===== src/rtl/mux_scan_sel_pkg.sv =====
// Shared definitions for the mux_scan_sel block.
//   - mode encodings (manual / scan)
//   - top-level state encoding
//   - clog2 helper used for counter sizing
package mux_scan_sel_pkg;

    localparam logic MODE_MANUAL = 1'b0;
    localparam logic MODE_SCAN   = 1'b1;

    typedef enum logic [1:0] {
        ST_IDLE   = 2'd0,
        ST_MANUAL = 2'd1,
        ST_SCAN   = 2'd2
    } st_e;

    // ceil(log2(v)); returns 0 for v <= 1
    function automatic int clog2(input int v);
        int r;
        r = 0;
        while ((1 << r) < v) r++;
        return r;
    endfunction

endpackage


===== src/rtl/mux_scan_sel_if.sv =====
// Bus interface for mux_scan_sel.
//   master: drives en_n, mode, sel, din (and ch_mask when MUX_SCAN_MASK_EN
//           is defined); observes dout, dout_vld, cur_ch, wrap.
//   slave : the selector itself.
// Optional macro: MUX_SCAN_MASK_EN adds the ch_mask signal.
interface mux_scan_sel_if #(
    parameter int NUM_CH = 4,
    parameter int DATA_W = 1,
    parameter int SEL_W  = 2
) ();
    logic                       en_n;
    logic                       mode;
    logic [SEL_W-1:0]           sel;
    logic [NUM_CH*DATA_W-1:0]   din;
`ifdef MUX_SCAN_MASK_EN
    logic [NUM_CH-1:0]          ch_mask;
`endif
    logic [DATA_W-1:0]          dout;
    logic                       dout_vld;
    logic [SEL_W-1:0]           cur_ch;
    logic                       wrap;

    modport master (
        output en_n, mode, sel, din,
`ifdef MUX_SCAN_MASK_EN
        output ch_mask,
`endif
        input  dout, dout_vld, cur_ch, wrap
    );

    modport slave (
        input  en_n, mode, sel, din,
`ifdef MUX_SCAN_MASK_EN
        input  ch_mask,
`endif
        output dout, dout_vld, cur_ch, wrap
    );
endinterface


===== src/rtl/mux_scan_sel_scan_dwell_ctr.sv =====
// scan_dwell_ctr: dwell counter plus channel stepper for scan mode.
// Ports:
//   clk, rst_n   clock, synchronous active-low reset
//   active       scan state is selected for this edge
//   start        this edge enters scan (previous state was not scan)
//   mask         channels eligible for scanning (all ones when unmasked)
//   step         this edge advances to another channel
//   cur_ch       channel the scan occupies after this edge
//   wrap         this edge's advance wraps past the last eligible channel
//   none         no channel is eligible (mask all zero) during scan
// Outputs are the next-edge values; the top registers them alongside dout.
module scan_dwell_ctr
    import mux_scan_sel_pkg::*;
#(
    parameter int NUM_CH = 4,
    parameter int DWELL  = 4,
    parameter int SEL_W  = 2
) (
    input  logic               clk,
    input  logic               rst_n,
    input  logic               active,
    input  logic               start,
    input  logic [NUM_CH-1:0]  mask,
    output logic               step,
    output logic [SEL_W-1:0]   cur_ch,
    output logic               wrap,
    output logic               none
);
    localparam int CNT_W = clog2(DWELL) + 1;
    localparam logic [CNT_W-1:0] CNT_MAX = CNT_W'(DWELL - 1);

    logic [CNT_W-1:0] cnt, cnt_nxt;
    logic [SEL_W-1:0] ch;
    // set after an all-zero-mask edge so the scan restarts cleanly at the
    // lowest eligible channel once any mask bit returns
    logic             hold;

    logic [SEL_W-1:0] first, adv_ch, ki;
    logic             adv_wrap, found, wr;
    int               idx;

    // lowest eligible channel, and the next eligible one after ch (modulo)
    always_comb begin
        first = '0;
        for (int i = NUM_CH - 1; i >= 0; i--)
            if (mask[i]) first = SEL_W'(i);

        adv_ch   = ch;
        adv_wrap = 1'b0;
        found    = 1'b0;
        idx      = 0;
        wr       = 1'b0;
        ki       = '0;
        for (int i = 1; i <= NUM_CH; i++) begin
            idx = int'(ch) + i;
            wr  = (idx >= NUM_CH);
            if (wr) idx = idx - NUM_CH;
            ki  = SEL_W'(idx);
            if (!found && mask[ki]) begin
                found    = 1'b1;
                adv_ch   = ki;
                adv_wrap = wr;
            end
        end
    end

    always_comb begin
        cnt_nxt = '0;
        cur_ch  = '0;
        step    = 1'b0;
        wrap    = 1'b0;
        none    = 1'b0;
        if (active) begin
            if (mask == '0) begin
                none   = 1'b1;
                cur_ch = ch;
            end else if (start || hold) begin
                cur_ch = first;
            end else if (cnt == CNT_MAX) begin
                step   = 1'b1;
                cur_ch = adv_ch;
                wrap   = adv_wrap;
            end else begin
                cnt_nxt = cnt + CNT_W'(1);
                cur_ch  = ch;
            end
        end
    end

    always_ff @(posedge clk) begin
        if (!rst_n) begin
            cnt  <= '0;
            ch   <= '0;
            hold <= 1'b0;
        end else begin
            cnt  <= cnt_nxt;
            ch   <= cur_ch;
            hold <= none;
        end
    end
endmodule


===== src/rtl/mux_scan_sel.sv =====
// mux_scan_sel: registered N-channel data selector with manual and scan modes.
// Ports:
//   clk    system clock, rising edge
//   rst_n  synchronous reset, active-low
//   bus    mux_scan_sel_if.slave: en_n, mode, sel, din, [ch_mask] in;
//          dout, dout_vld, cur_ch, wrap out (all registered)
// Optional macro: MUX_SCAN_MASK_EN enables ch_mask channel skipping in scan.
// State follows en_n/mode at every edge; outputs are written in the same
// always_ff so they carry exactly one clock of latency.
module mux_scan_sel
    import mux_scan_sel_pkg::*;
#(
    parameter int NUM_CH = 4,
    parameter int DATA_W = 1,
    parameter int DWELL  = 4,
    parameter int SEL_W  = 2
) (
    input logic           clk,
    input logic           rst_n,
    mux_scan_sel_if.slave bus
);
    localparam logic [SEL_W:0] NCH = (SEL_W + 1)'(NUM_CH);

    st_e state, st_nxt;

    logic [NUM_CH-1:0][DATA_W-1:0] din_arr;
    logic [NUM_CH-1:0]             scan_mask;
    logic                          scan_step, scan_wrap, scan_none;
    logic [SEL_W-1:0]              scan_ch;

    logic [DATA_W-1:0] dout;
    logic              dout_vld;
    logic [SEL_W-1:0]  cur_ch;
    logic              wrap;

    assign din_arr = bus.din;

`ifdef MUX_SCAN_MASK_EN
    assign scan_mask = bus.ch_mask;
`else
    assign scan_mask = '1;
`endif

    always_comb begin
        if (bus.en_n)                   st_nxt = ST_IDLE;
        else if (bus.mode == MODE_SCAN) st_nxt = ST_SCAN;
        else                            st_nxt = ST_MANUAL;
    end

    scan_dwell_ctr #(
        .NUM_CH (NUM_CH),
        .DWELL  (DWELL),
        .SEL_W  (SEL_W)
    ) u_ctr (
        .clk    (clk),
        .rst_n  (rst_n),
        .active (st_nxt == ST_SCAN),
        .start  (state != ST_SCAN),
        .mask   (scan_mask),
        .step   (scan_step),
        .cur_ch (scan_ch),
        .wrap   (scan_wrap),
        .none   (scan_none)
    );

    always_ff @(posedge clk) begin
        if (!rst_n) begin
            state    <= ST_IDLE;
            dout     <= '0;
            dout_vld <= 1'b0;
            cur_ch   <= '0;
            wrap     <= 1'b0;
        end else begin
            state <= st_nxt;
            wrap  <= 1'b0;
            case (st_nxt)
                ST_MANUAL: begin
                    cur_ch <= bus.sel;
                    // non-power-of-2 NUM_CH leaves unused sel codes
                    if ({1'b0, bus.sel} < NCH) begin
                        dout     <= din_arr[bus.sel];
                        dout_vld <= 1'b1;
                    end else begin
                        dout     <= '0;
                        dout_vld <= 1'b0;
                    end
                end
                ST_SCAN: begin
                    if (scan_none) begin
                        dout     <= '0;
                        dout_vld <= 1'b0;
                    end else begin
                        cur_ch   <= scan_ch;
                        dout     <= din_arr[scan_ch];
                        dout_vld <= 1'b1;
                        wrap     <= scan_step & scan_wrap;
                    end
                end
                default: begin
                    dout     <= '0;
                    dout_vld <= 1'b0;
                    cur_ch   <= '0;
                end
            endcase
        end
    end

    assign bus.dout     = dout;
    assign bus.dout_vld = dout_vld;
    assign bus.cur_ch   = cur_ch;
    assign bus.wrap     = wrap;
endmodule

===== src/flat_wrapper.sv =====
// flat-port wrapper written by rule: the top's interface ports become plain ports
module mux_scan_sel_flat import mux_scan_sel_pkg::*;
#(
    parameter int NUM_CH = 4,
    parameter int DATA_W = 1,
    parameter int DWELL  = 4,
    parameter int SEL_W  = 2
)
  (clk, rst_n, bus_en_n, bus_mode, bus_sel, bus_din, bus_dout, bus_dout_vld, bus_cur_ch, bus_wrap);
  mux_scan_sel_if #(.NUM_CH(NUM_CH), .DATA_W(DATA_W), .SEL_W(SEL_W)) bus_i ();
  input logic clk;
  input logic rst_n;
  input wire logic [$bits(bus_i.en_n)-1:0] bus_en_n;
  input wire logic [$bits(bus_i.mode)-1:0] bus_mode;
  input wire logic [$bits(bus_i.sel)-1:0] bus_sel;
  input wire logic [$bits(bus_i.din)-1:0] bus_din;
  output wire logic [$bits(bus_i.dout)-1:0] bus_dout;
  output wire logic [$bits(bus_i.dout_vld)-1:0] bus_dout_vld;
  output wire logic [$bits(bus_i.cur_ch)-1:0] bus_cur_ch;
  output wire logic [$bits(bus_i.wrap)-1:0] bus_wrap;
  assign bus_i.en_n = bus_en_n;
  assign bus_i.mode = bus_mode;
  assign bus_i.sel = bus_sel;
  assign bus_i.din = bus_din;
  assign bus_dout = bus_i.dout;
  assign bus_dout_vld = bus_i.dout_vld;
  assign bus_cur_ch = bus_i.cur_ch;
  assign bus_wrap = bus_i.wrap;
  mux_scan_sel #(.NUM_CH(NUM_CH), .DATA_W(DATA_W), .DWELL(DWELL), .SEL_W(SEL_W)) u_core (.clk(clk), .rst_n(rst_n), .bus(bus_i));
endmodule

===== config.mk =====
export PLATFORM = sky130hd
export DESIGN_NAME = mux_scan_sel_flat
export DESIGN_NICKNAME = d
export VERILOG_FILES = /design/src/rtl/mux_scan_sel_pkg.sv /design/src/rtl/mux_scan_sel_if.sv /design/src/rtl/mux_scan_sel_scan_dwell_ctr.sv /design/src/rtl/mux_scan_sel.sv /design/src/flat_wrapper.sv
export SDC_FILE = /design/constraint.sdc
export NUM_CORES = 1
export LEC_CHECK = 0
export ABC_AREA = 1
export CORE_AREA = 2 2 39 41
export CTS_CLUSTER_SIZE = 12
export DETAILED_ROUTE_END_ITERATION = 10
export DIE_AREA = 0 0 41 43
export PLACE_DENSITY = 0.69
export SLEW_MARGIN = 0
export SYNTH_ARGS = -nofsm -noshare
export SYNTH_HDL_FRONTEND = slang
export SYNTH_SLANG_ARGS = --single-unit

===== constraint.sdc =====
create_clock -name clk -period 1.6 [get_ports clk]
set_input_delay 0.16 -clock clk [delete_from_list [all_inputs] [get_ports clk]]
set_output_delay 0.16 -clock clk [all_outputs]
set_load 0.02 [all_outputs]

==> reports/summary.json <==
{
  "worst_setup_path": {
    "r2r-start": "u_core.u_ctr.cnt[0]$_SDFF_PP0_",
    "start_kind": "flip-flop",
    "critPathMaxFanout": 4,
    "slowest_stage": "dfxtp_1",
    "worst_ep_required_time_ps": 1770,
    "critical_path_end_type": "flip-flop",
    "critical-path-top-cell-by-count": "nand2_1",
    "timing.reg2reg.setup_slack_ps": 190,
    "setup.worst_path.class": "flip-flop to flip-flop",
    "worst-r2r-cell-count": 10,
    "crit_chain": "ha_1, ha_1, inv_2, nand2_1, a21oi_2, inv_1, nand3_1, nand2_1, nand2_1, nand2_1",
    "critPathMaxStageDelay_ps": 310,
    "r2r_end": "u_core.bus.dout$_SDFF_PN0_",
    "cp.arrival_ps": 1580
  },
  "route": {
    "ant_nets": 0,
    "firstDrtPassIters": 3,
    "dr.first_iter.drc_count": 6,
    "routed-via-count": 468,
    "remaining_drc_errors": 0,
    "via_per_inst": 4.54,
    "totalWireLength_um": 950,
    "wl_per_cell_um": 9.22
  },
  "clocking": {
    "clk_root_buffer_cell": "clkbuf_4",
    "htree_num_levels": 1,
    "post-cts-setup-buffer-count": 0,
    "clock_path_buffers": 2,
    "worstSkewPairLatency_ps": 260,
    "cts.sinks": 12,
    "post_cts_resized": 0,
    "tritoncts.num_buffers": 3,
    "tritoncts": "yes",
    "clock_pin_slew_on_the_worst_setup_and_hold_paths_ps": 70,
    "cts-hold-fix-buffers": 0
  },
  "finish": {
    "register_area_um2": 240,
    "finalCoreUtilization_pct": 52.0,
    "n_antenna_cell": 0,
    "areaGrowthSynthToFinish_pct": 34.0,
    "final.fill_count": 131,
    "ratio_of_cells_with_drive_above_1_in_the_final_layout_pct": 13.8,
    "fin_nets": 102,
    "multi_input_area_um2": 236
  },
  "run": {
    "drv_cap": 0
  },
  "yosys": {
    "yosys_warnings": 0,
    "syn_area_per_cell_um2": 7.67,
    "synth.largest_area_cell": "dfxtp_1",
    "netlist_instances": 70,
    "synth_seq_area_share_pct": 44.8,
    "post_synth_num_cell_types": 15,
    "ys_top_cells_by_area": "dfxtp_1, inv_1, nand2_1",
    "number_of_enable_type_register_cells_in_the_synthesized_netlist": 0,
    "synthFlopType": "dfxtp_1",
    "syn_nets": 83,
    "synth-async-reset-ratio_pct": 0,
    "synth_common_cells": "inv_1, nand2_1, dfxtp_1, nand3_1, nor2_1",
    "synth_largest_type_area_fraction_pct": 44.8,
    "synthesis.area_um2": 537,
    "most_frequent_cell_after_synthesis": "inv_1",
    "ys_ff_latch": 12
  },
  "floorplan": {
    "fp.coreArea_um2": 1380,
    "die_height_um": 43,
    "chipWidth_um": 41,
    "io-pin-count": 15,
    "initial_utilization_pct": 38.8,
    "std_cell_rows": 14,
    "fp.dieArea_um2": 1760
  },
  "sta": {
    "totalNegativeSetupSlack_ps": 0,
    "timing.clock.skew_ps": 6.98,
    "timing.final.hold_violations": 0,
    "period_needed_ps": 1410,
    "slew_viol_final": 0,
    "finalCritPeriodShare_pct": 88.1,
    "timing.max_slew.rel_slack_pct": 83.2,
    "max_slew.worst_pin.slew_ps": 251,
    "finalSetupViolations": 0,
    "grt_setup_unrepaired": "false",
    "fmax_mhz": 709
  },
  "power": {
    "report.power.total_uw": 552,
    "peakVddDrop_mv": 0.325,
    "power.leakage_nw": 0.317,
    "power_density_nw_per_um2": 768
  },
  "placement": {
    "numPortBuffers": 14,
    "detailed_place_hpwl_um": 807,
    "routabilityCongestion": 0.689
  },
  "grt": {
    "grt.total_usage_pct": 14.1,
    "largest_net_degree_at_the_start_of_global_routing": 8,
    "overflow": 0,
    "grt_first_pass_wirelength_um": 1620,
    "grt_antenna_before_repair": 0,
    "number_of_global_route_vias_before_repair": 406
  },
  "min_path": {
    "timing.hold.worst.class": "flip-flop to flip-flop",
    "origin_of_the_worst_min_delay_path": "u_core.u_ctr.cnt[0]$_SDFF_PP0_",
    "worst_hold_path.endpoint": "u_core.u_ctr.cnt[0]$_SDFF_PP0_",
    "timing.hold.worst_path_depth": 1
  },
  "run_status": {
    "outcome": "complete, no violations"
  }
}
==> stage by stage <==
step / cell area (um^2) / std cells / setup WS, ps / hold slack [ps]
3_3_place_gp: 697 / 100 / 207 / 405
2_1_floorplan: 537 / 70 / 278 / 232
6_report: 719 / 103 / 190 / 425
3_5_place_dp: 697 / 100 / 178 / 419
5_1_grt: 719 / 103 / 72.9 / 435
4_1_cts: 719 / 103 / 170 / 429
==> sequential cells by signal, indices dropped and copies added, names as in the netlist <==
signal and count:
u_core.bus.cur_ch 2, u_core.bus.dout 1, u_core.bus.dout_vld 1, u_core.bus.wrap 1
u_core.state 2, u_core.u_ctr.ch 2, u_core.u_ctr.cnt 3
==> cell usage in the layout, fill, tap and decap left out <==
master	Yosys	final
a21oi_1	2	2
a21oi_2	1	1
clkbuf_4	0	3
clkdlybuf4s50_1	0	14
dfxtp_1	12	12
ha_1	3	3
inv_1	14	14
inv_2	2	2
nand2_1	13	13
nand2_2	3	3
nand3_1	6	6
nor2_1	6	6
nor2_4	2	2
nor3_1	1	1
nor3_2	1	1
o21ai_0	2	2
o22ai_1	2	2
==> worst max path at each step <==
| stage | from | end | slack [ps] | depth (start not counted) |
|---|---|---|---|---|
| floorplan | u_core.u_ctr.cnt[0]$_SDFF_PP0_ | u_core.bus.dout$_SDFF_PN0_ | 280 | 10 |
| global placement | u_core.u_ctr.cnt[0]$_SDFF_PP0_ | u_core.bus.dout$_SDFF_PN0_ | 210 | 10 |
| detailed placement | u_core.u_ctr.cnt[0]$_SDFF_PP0_ | u_core.bus.dout$_SDFF_PN0_ | 180 | 10 |
| CTS | u_core.u_ctr.cnt[0]$_SDFF_PP0_ | u_core.bus.dout$_SDFF_PN0_ | 170 | 10 |
| global route | u_core.u_ctr.cnt[0]$_SDFF_PP0_ | u_core.bus.dout$_SDFF_PN0_ | 70 | 11 |
| finish | u_core.u_ctr.cnt[0]$_SDFF_PP0_ | u_core.bus.dout$_SDFF_PN0_ | 190 | 10 |
==> worst max-delay path, delay by kind of cell (launching register included) <==
family / cells / cell delay, ps
compound gates: 1 / 170
simple gates: 5 / 270
buf+inv: 2 / 140
flops: 1 / 310
fa+ha+maj: 2 / 420
==> routing by layer <==
metal / GRT usage (%) / vias to the layer above / routed length, um
met2: 18.4 / 7 / 434
met5: 0 / - / 0
met4: 12.0 / 0 / 22
li1: - / 250 / -
met1: 18.6 / 209 / 460
met3: 3.14 / 2 / 32
==> area by class of cell <==
class                      instances  area share, %
sequential                        12           33.4
multi-input combinational         42           32.9
timing repair buffer              14           19.5
inverter                          16           8.35
clock buffer                       3           3.13
tap                               16           2.78
==> power by group <==
part | total [mW] | switching [mW] | internal (mW) | leakage (nW)
clock network | 0.179 | 0.0918 | 0.0868 | 0.0138
registers | 0.307 | 0.00179 | 0.305 | 0.0976
logic | 0.0672 | 0.0317 | 0.0354 | 0.205
total | 0.552 | 0.125 | 0.427 | 0.317
==> kinds of logic (layout without fill, tap and decap cells) <==
group	after synthesis	after routing	share of synthesized area [%]
simple gates	32	32	29.4
flops	12	12	44.8
buf+inv	16	33	11.2
compound gates	7	7	7.69
fa+ha+maj	3	3	6.99
(Power assumes the default switching activity.)
